[src/rtl/clk_div_pkg.sv]
// Shared types and defaults for the multi-channel clock divider.
package clk_div_pkg;

  typedef enum logic {
    MODE_TOGGLE = 1'b0,
    MODE_PULSE  = 1'b1
  } clk_div_mode_e;

  localparam int unsigned CLK_DIV_DEFAULT_DIV = 25_000_000;

endpackage

[src/rtl/clk_div_channel.sv]
// One divider channel: period counter, active/shadow divisor pair, tick and derived clock.
module clk_div_channel
  import clk_div_pkg::*;
#(
  parameter int unsigned DIV_W       = 32,
  parameter int unsigned DEFAULT_DIV = CLK_DIV_DEFAULT_DIV
) (
  input  logic             i_clk,
  input  logic             i_rst,
  input  logic             i_en,
  input  clk_div_mode_e    i_mode,
  input  logic             i_sync,
  input  logic             i_wr_stb,
  input  logic [DIV_W-1:0] i_wr_data,
  output logic             o_tick,
  output logic             o_clk_out,
  output logic             o_pending
);

  logic [DIV_W-1:0] r_cnt;
  logic [DIV_W-1:0] r_div_act;
  logic [DIV_W-1:0] r_shadow;
  logic             r_pending;
  logic             r_tick;
  logic             r_tgl;
  logic             r_clk_out;

  logic             w_halted;
  logic             w_boundary;
  logic             w_apply;
  logic [DIV_W-1:0] w_cnt_nxt;
  logic             w_tick_nxt;
  logic             w_tgl_nxt;

  assign w_halted   = (r_div_act == '0);
  // The halted term keeps the div_act-1 compare from ever seeing an underflowed value.
  assign w_boundary = i_en && !i_sync && !w_halted && (r_cnt == r_div_act - DIV_W'(1));
  assign w_apply    = r_pending && (w_boundary || !i_en || i_sync || w_halted);

  always_comb begin
    w_cnt_nxt  = r_cnt + DIV_W'(1);
    w_tick_nxt = 1'b0;
    w_tgl_nxt  = r_tgl;
    if (!i_en || i_sync) begin
      w_cnt_nxt = '0;
      w_tgl_nxt = 1'b0;
    end else if (w_halted) begin
      w_cnt_nxt = '0;
    end else if (w_boundary) begin
      w_cnt_nxt  = '0;
      w_tick_nxt = 1'b1;
      w_tgl_nxt  = ~r_tgl;
    end
  end

  always_ff @(posedge i_clk or posedge i_rst) begin
    if (i_rst) begin
      r_cnt     <= '0;
      r_div_act <= DIV_W'(DEFAULT_DIV);
      r_shadow  <= '0;
      r_pending <= 1'b0;
      r_tick    <= 1'b0;
      r_tgl     <= 1'b0;
      r_clk_out <= 1'b0;
    end else begin
      r_cnt     <= w_cnt_nxt;
      r_tick    <= w_tick_nxt;
      r_tgl     <= w_tgl_nxt;
      r_clk_out <= (i_mode == MODE_PULSE) ? w_tick_nxt : w_tgl_nxt;
      // A write can only be accepted while nothing is pending, so it never collides with an apply.
      if (w_apply) begin
        r_div_act <= r_shadow;
        r_pending <= 1'b0;
      end else if (i_wr_stb) begin
        r_shadow  <= i_wr_data;
        r_pending <= 1'b1;
      end
    end
  end

  assign o_tick    = r_tick;
  assign o_clk_out = r_clk_out;
  assign o_pending = r_pending;

endmodule

[src/rtl/clk_div_multi.sv]
// Multi-channel clock divider top: divisor write-port decode, ready mux and channel array.
// Optional macro CLK_DIV_MULTI_SYNC_EN adds i_sync_in to re-phase all enabled channels.
module clk_div_multi
  import clk_div_pkg::*;
#(
  parameter int unsigned NUM_CH      = 4,
  parameter int unsigned DIV_W       = 32,
  parameter int unsigned DEFAULT_DIV = CLK_DIV_DEFAULT_DIV
) (
  input  logic                              i_clk,
  input  logic                              i_rst,
`ifdef CLK_DIV_MULTI_SYNC_EN
  input  logic                              i_sync_in,
`endif
  input  logic [NUM_CH-1:0]                 i_en,
  input  logic [NUM_CH-1:0]                 i_mode,
  input  logic                              i_div_wr_valid,
  output logic                              o_div_wr_ready,
  input  logic [($clog2(NUM_CH) | 1)-1:0]   i_div_wr_ch,
  input  logic [DIV_W-1:0]                  i_div_wr_data,
  output logic [NUM_CH-1:0]                 o_tick,
  output logic [NUM_CH-1:0]                 o_clk_out
);

  localparam int unsigned CH_W = $clog2(NUM_CH) | 1;

  logic [NUM_CH-1:0] w_pending;
  logic              w_accept;
  logic              w_sync;

`ifdef CLK_DIV_MULTI_SYNC_EN
  assign w_sync = i_sync_in;
`else
  assign w_sync = 1'b0;
`endif

  // Out-of-range channel indices are always ready and the data is dropped.
  always_comb begin
    o_div_wr_ready = 1'b1;
    for (int i = 0; i < NUM_CH; i++) begin
      if (i_div_wr_ch == CH_W'(i)) o_div_wr_ready = ~w_pending[i];
    end
  end

  assign w_accept = i_div_wr_valid & o_div_wr_ready;

  for (genvar g = 0; g < NUM_CH; g++) begin : g_ch
    clk_div_channel #(
      .DIV_W       (DIV_W),
      .DEFAULT_DIV (DEFAULT_DIV)
    ) u_ch (
      .i_clk     (i_clk),
      .i_rst     (i_rst),
      .i_en      (i_en[g]),
      .i_mode    (clk_div_mode_e'(i_mode[g])),
      .i_sync    (w_sync),
      .i_wr_stb  (w_accept && (i_div_wr_ch == CH_W'(g))),
      .i_wr_data (i_div_wr_data),
      .o_tick    (o_tick[g]),
      .o_clk_out (o_clk_out[g]),
      .o_pending (w_pending[g])
    );
  end

endmodule

[config.mk]
export PLATFORM = sky130hd
export DESIGN_NAME = clk_div_multi
export DESIGN_NICKNAME = d
export VERILOG_FILES = /design/src/rtl/clk_div_pkg.sv /design/src/rtl/clk_div_channel.sv /design/src/rtl/clk_div_multi.sv
export SDC_FILE = /design/constraint.sdc
export NUM_CORES = 1
export LEC_CHECK = 0
export BUFFER_PORTS_ARGS = -buffer_cell sky130_fd_sc_hd__buf_2
export CAP_MARGIN = 15
export CORE_AREA = 8 8 229 231
export DETAILED_ROUTE_END_ITERATION = 10
export DIE_AREA = 0 0 237 239
export PLACE_DENSITY = 0.69
export SLEW_MARGIN = 20
export SYNTH_ARGS = -nofsm -noshare
export SYNTH_HDL_FRONTEND = slang
export SYNTH_SLANG_ARGS = --single-unit
export TNS_END_PERCENT = 20
[constraint.sdc]
create_clock -name i_clk -period 15.2 [get_ports i_clk]
set_input_delay 0.76 -clock i_clk [delete_from_list [all_inputs] [get_ports i_clk]]
set_output_delay 0.76 -clock i_clk [all_outputs]
set_load 0.01 [all_outputs]
==> results.txt <==
----------------------------------------------------
[Run]
  Max-cap check violation count ... 0

[Clocking]
  Clock sink total ... 400
  CTS tree ... built
  Clock tree buffer depth ... 3
  Clock edge transition at the registers on the reported setup and hold paths ... ~60 ps
  Number of hold buffers added after cts ... 0
  H-tree Lvls ... 2
  Number of buffers created by CTS ... 43
  Number of gates resized after CTS ... 0
  CTS Root Cell ... sky130_fd_sc_hd__clkbuf_16
  Clock insertion delay at the later pin of the skew report ... between 500 and 600 ps
  Post-CTS setup buffer count ... 0

[STA]
  Final setup viols ... 0
  Setup repair after global routing missed its margin ... false
  Final critical-path share of the clock period ... 34.2%
  Worst rel slew slack ... between 20 and 30%
  Measured slew at the worst slew-check pin ... 1050 ps
  Minimum clock period after layout ... between 5000 and 6000 ps
  Clock Skew ... around 15 ps
  Final-report hold violation count ... 0
  Achievable clock frequency ... ~0.19 GHz
  Pins Over Slew Limit ... 0
  Setup_tns ... 0 ps

[Die]
  Starting Density ... between 40% and 50%
  Row cnt ... roughly 80
  Floorplan core area ... 48500 um^2
  Vertical extent of the die ... between 200 and 250 um
  Die extent in x ... 237 um
  I/O pin count ... 55
  Die area ... between 50000 and 60000 um^2

[Min path]
  Classification of the worst-slack hold path ... in -> async

[Yosys]
  Asr flop ratio synth ... 100%
  Most common flop cell mapped by yosys ... sky130_fd_sc_hd__dfrtp_1
  Number of enable-type register cells in the synthesized netlist ... 0
  Synth Net Count ... ~2100
  Compound-gate portion of the synthesized area ... around 5.7%
  Combinational family with the most area after synthesis ... simple AND/OR/NAND/NOR gates
  Synthesis-stage register bit count ... 400
  Mean Syn Cell Area ... approximately 11 um^2
  Synthesized-area fraction occupied by xor and xnor cells ... a little over a tenth
  Count of unique library cells instantiated by Yosys ... 84
  Warning count from the yosys run ... 0
  Syn Std Cell Area ... 21700 um^2
  Mux share of post-synthesis cell area ... about 15%
  Instance count of the mapped netlist ... 2000
  Proportion of synthesized chip area in sequential cells ... ~46%
  Adder and majority cell fraction of the synthesized area ... less than 1%
  Synth Area in Simple Gates ... between 10% and 20%

[Finish]
  Antenna Diode Count ... 0
  Area Growth Syn to Fin ... 10.6%
  NumNets Final ... around 2100
  Share of post-route cells with drive strength above 1 ... between 20% and 30%
  Filler cell count in the final layout ... 4327
  Final instance area ... between 20000 and 25000 um^2

[Global route]
  Via count of the first global-routing pass ... about 15000
  GRT Util Overall ... a little under a fifth
  Maximum number of pins on one net before global-route repair ... 197
  First-pass GRT wire length ... roughly 85000 um
  Total overflow reported by the global router ... 0
  Initial antenna violation count ... 2

[Status]
  Outcome ... completed

[Power and ir drop]
  Leakage Power ... between 9 and 10 nW
  Internal power ... approximately 2.6 mW
  Switching share of power ... between 30% and 40%
  Proportion of power drawn by combinational gates ... ~28%
  Total power per unit cell area ... approximately 170 nW/um^2
  Total net switching power ... about 1.4 mW
  Max VDD drop ... 0.0000736 V
  Clock share of power ... 28.2%
  Part of the power in registers ... 43.9%

[Routing]
  WL per Instance ... just under 20 um
  Final wirelength ... about 52000 um
  Vias per cell ... around 5.7
  First-iteration detailed-routing DRC count ... between 1000 and 1500
  Drt drc ... 0
  Number of nets with antenna violations after routing ... 0
  Via count ... around 15000
  Number of iterations in the first detailed-routing pass ... 7

[Worst setup path]
  Cell breakdown of the critical path ... nor4_2 -> nand4_1 -> nor3_1 -> xnor2_1 -> or4_1 -> or3_1 -> o21ai_4 -> nand2_2 -> mux2_1
  Crit path buffers/inverters ... 0
  Required time reported for the critical path endpoint ... approximately 16000 ps
  Family with the most delay on the worst path ... simple AND/OR/NAND/NOR gates
  Critical Path Start Type ... flip-flop
  Delay of the slowest cell on the worst path ... around 800 ps
  CP max stage cell ... sky130_fd_sc_hd__nand2_2
  Critical path endpoint category ... flip-flop
  Maximum fanout count along the critical path ... 34
  Arrival time of data at the critical path endpoint ... between 5000 and 6000 ps
  Kind of critical path ... reg -> reg

[Place]
  Total of buffers placed on input and output ports ... 54
  DP Area ... 22400 um^2
  Half-perimeter wire length of the detailed placement result ... about 37000 um
  Routability-driven placement congestion ratio ... 0.938

----------------------------------------------------
[flip-flops by register name, indices dropped and copies added, names as in the netlist]
signal and flops:
g_ch.u_ch.r_cnt 128, g_ch.u_ch.o_tick 4, g_ch.u_ch.r_tgl 4, g_ch.u_ch.r_shadow 128
g_ch.u_ch.o_pending 4, g_ch.u_ch.o_clk_out 4, g_ch.u_ch.r_div_act 128
[worst reg2reg max path: stages, from the launching register on]
cell                      delay, ps
sky130_fd_sc_hd__dfrtp_1        450
sky130_fd_sc_hd__nor4_2         650
sky130_fd_sc_hd__nand4_1        550
sky130_fd_sc_hd__nor3_1         380
sky130_fd_sc_hd__xnor2_1        120
sky130_fd_sc_hd__or4_1          490
sky130_fd_sc_hd__or3_1          370
sky130_fd_sc_hd__o21ai_4        680
sky130_fd_sc_hd__nand2_2        820
sky130_fd_sc_hd__mux2_1         580
[layout by cell type (no fill, tap or decap), types with 45 or more instances in the layout]
cell type,instances
sky130_fd_sc_hd__mux2_4,60
sky130_fd_sc_hd__nand3_1,67
sky130_fd_sc_hd__nand2_1,107
sky130_fd_sc_hd__nor4_1,49
sky130_fd_sc_hd__xor2_1,126
sky130_fd_sc_hd__buf_2,54
sky130_fd_sc_hd__nor2_1,204
sky130_fd_sc_hd__mux2_1,68
sky130_fd_sc_hd__clkbuf_16,45
sky130_fd_sc_hd__dfstp_2,48
sky130_fd_sc_hd__xnor2_1,141
sky130_fd_sc_hd__nor3_1,60
sky130_fd_sc_hd__dfrtp_1,352
sky130_fd_sc_hd__nand4_1,47
sky130_fd_sc_hd__mux2_2,130
[power by group through the flow]
| stage | clock (mW) | sequential (mW) | combinational [mW] |
|---|---|---|---|
| 6_report | 1.14 | 1.77 | 1.13 |
| 5_1_grt | 1.21 | 1.81 | 1.25 |
| 4_1_cts | 1.16 | 1.76 | 1.12 |
| 3_5_place_dp | 0 | 1.77 | 1.12 |
| 3_3_place_gp | 0 | 1.76 | 1.09 |
| 2_1_floorplan | 0 | 1.60 | 0.978 |
[kinds of logic after synthesis]
family	count (synthesis)
fa+ha+maj	12
simple gates	752
compound gates	174
mux	269
xor+xnor	267
buf+inv	126
flops	400
[stage by stage]
| stage | cells | total power [mW] | setup slack [ps] | utilization, % | hold slack, ps |
|---|---|---|---|---|---|
| 6_report | 2680 | 4.03 | 9990 | 49.4 | 282 |
| 5_1_grt | 2680 | 4.26 | 9640 | 49.4 | 319 |
| 4_1_cts | 2679 | 4.04 | 9940 | 49.3 | 277 |
| 3_5_place_dp | 2600 | 2.89 | 9940 | 46.2 | 469 |
| 3_3_place_gp | 2600 | 2.84 | 10090 | 46.2 | 459 |
| 2_1_floorplan | 2000 | 2.58 | 3400 | - | 452 |
[cell usage after synthesis (all sizes together) (5+ instances only)]
library cell | instances | area share (%)
and4 | 21 | 0.85
nand4 | 48 | 1.4
buf | 30 | 1.0
dfrtp | 352 | 41
mux2 | 258 | 14
nor4 | 60 | 2.2
ha | 12 | 0.69
a31oi | 14 | 0.40
o21ai | 34 | 0.84
nor2 | 204 | 3.5
or2 | 6 | 0.17
nand2 | 111 | 2.0
dfstp | 48 | 5.8
nand4b | 6 | 0.24
o31ai | 5 | 0.24
o21bai | 7 | 0.35
or4 | 24 | 0.88
a21oi | 38 | 0.88
inv | 40 | 0.69
clkbuf | 56 | 0.97
nor2b | 12 | 0.35
o211ai | 9 | 0.31
and3 | 36 | 1.0
nor3b | 9 | 0.36
nand3b | 5 | 0.17
nor3 | 61 | 1.4
or3 | 35 | 1.0
xor2 | 126 | 5.1
mux2i | 10 | 0.46
nor4b | 8 | 0.32
nand3 | 67 | 1.5
xnor2 | 141 | 5.7
a211o | 5 | 0.20
and2 | 12 | 0.35
nand2b | 17 | 0.49
[cell type report]
type	count	area (um^2)	share of cell area [%]
clock buffer	56	1230	5.12
clock inverter	23	314	1.31
inverter	40	158	0.657
multi-input combinational	1474	11100	46.1
sequential	400	10100	42.0
tap	622	778	3.24
timing repair buffer	65	385	1.61
[routing by layer]
layer	GRT usage, %	vias to the layer above	wire length [um]
li1	-	7219	-
met1	25.3	7602	23800
met2	29.7	315	23900
met3	2.64	106	2180
met4	7.62	4	1950
met5	0	-	27
[path summary, 6_finish.rpt]
| path | from | to | slack, ps | cells after the start |
|---|---|---|---|---|
| setup reg to reg | g_ch[1].u_ch.r_div_act[0] | g_ch[1].u_ch.r_div_act[17] | 9990 | 9 |
| hold reg to reg | g_ch[3].u_ch.r_shadow[31] | g_ch[3].u_ch.r_div_act[31] | 480 | 1 |
| hold / removal | i_rst | g_ch[2].u_ch.r_shadow[8] | 280 | 2 |
| min in group i_clk | i_mode[3] | g_ch[3].u_ch.o_clk_out | 380 | 2 |
| setup / recovery | g_ch[1].u_ch.r_div_act[0] | g_ch[1].u_ch.r_div_act[17] | 9990 | 9 |
| max in group asynchronous | i_rst | g_ch[3].u_ch.r_cnt[28] | 12660 | 5 |
Power figures use the tool's default switching activity.
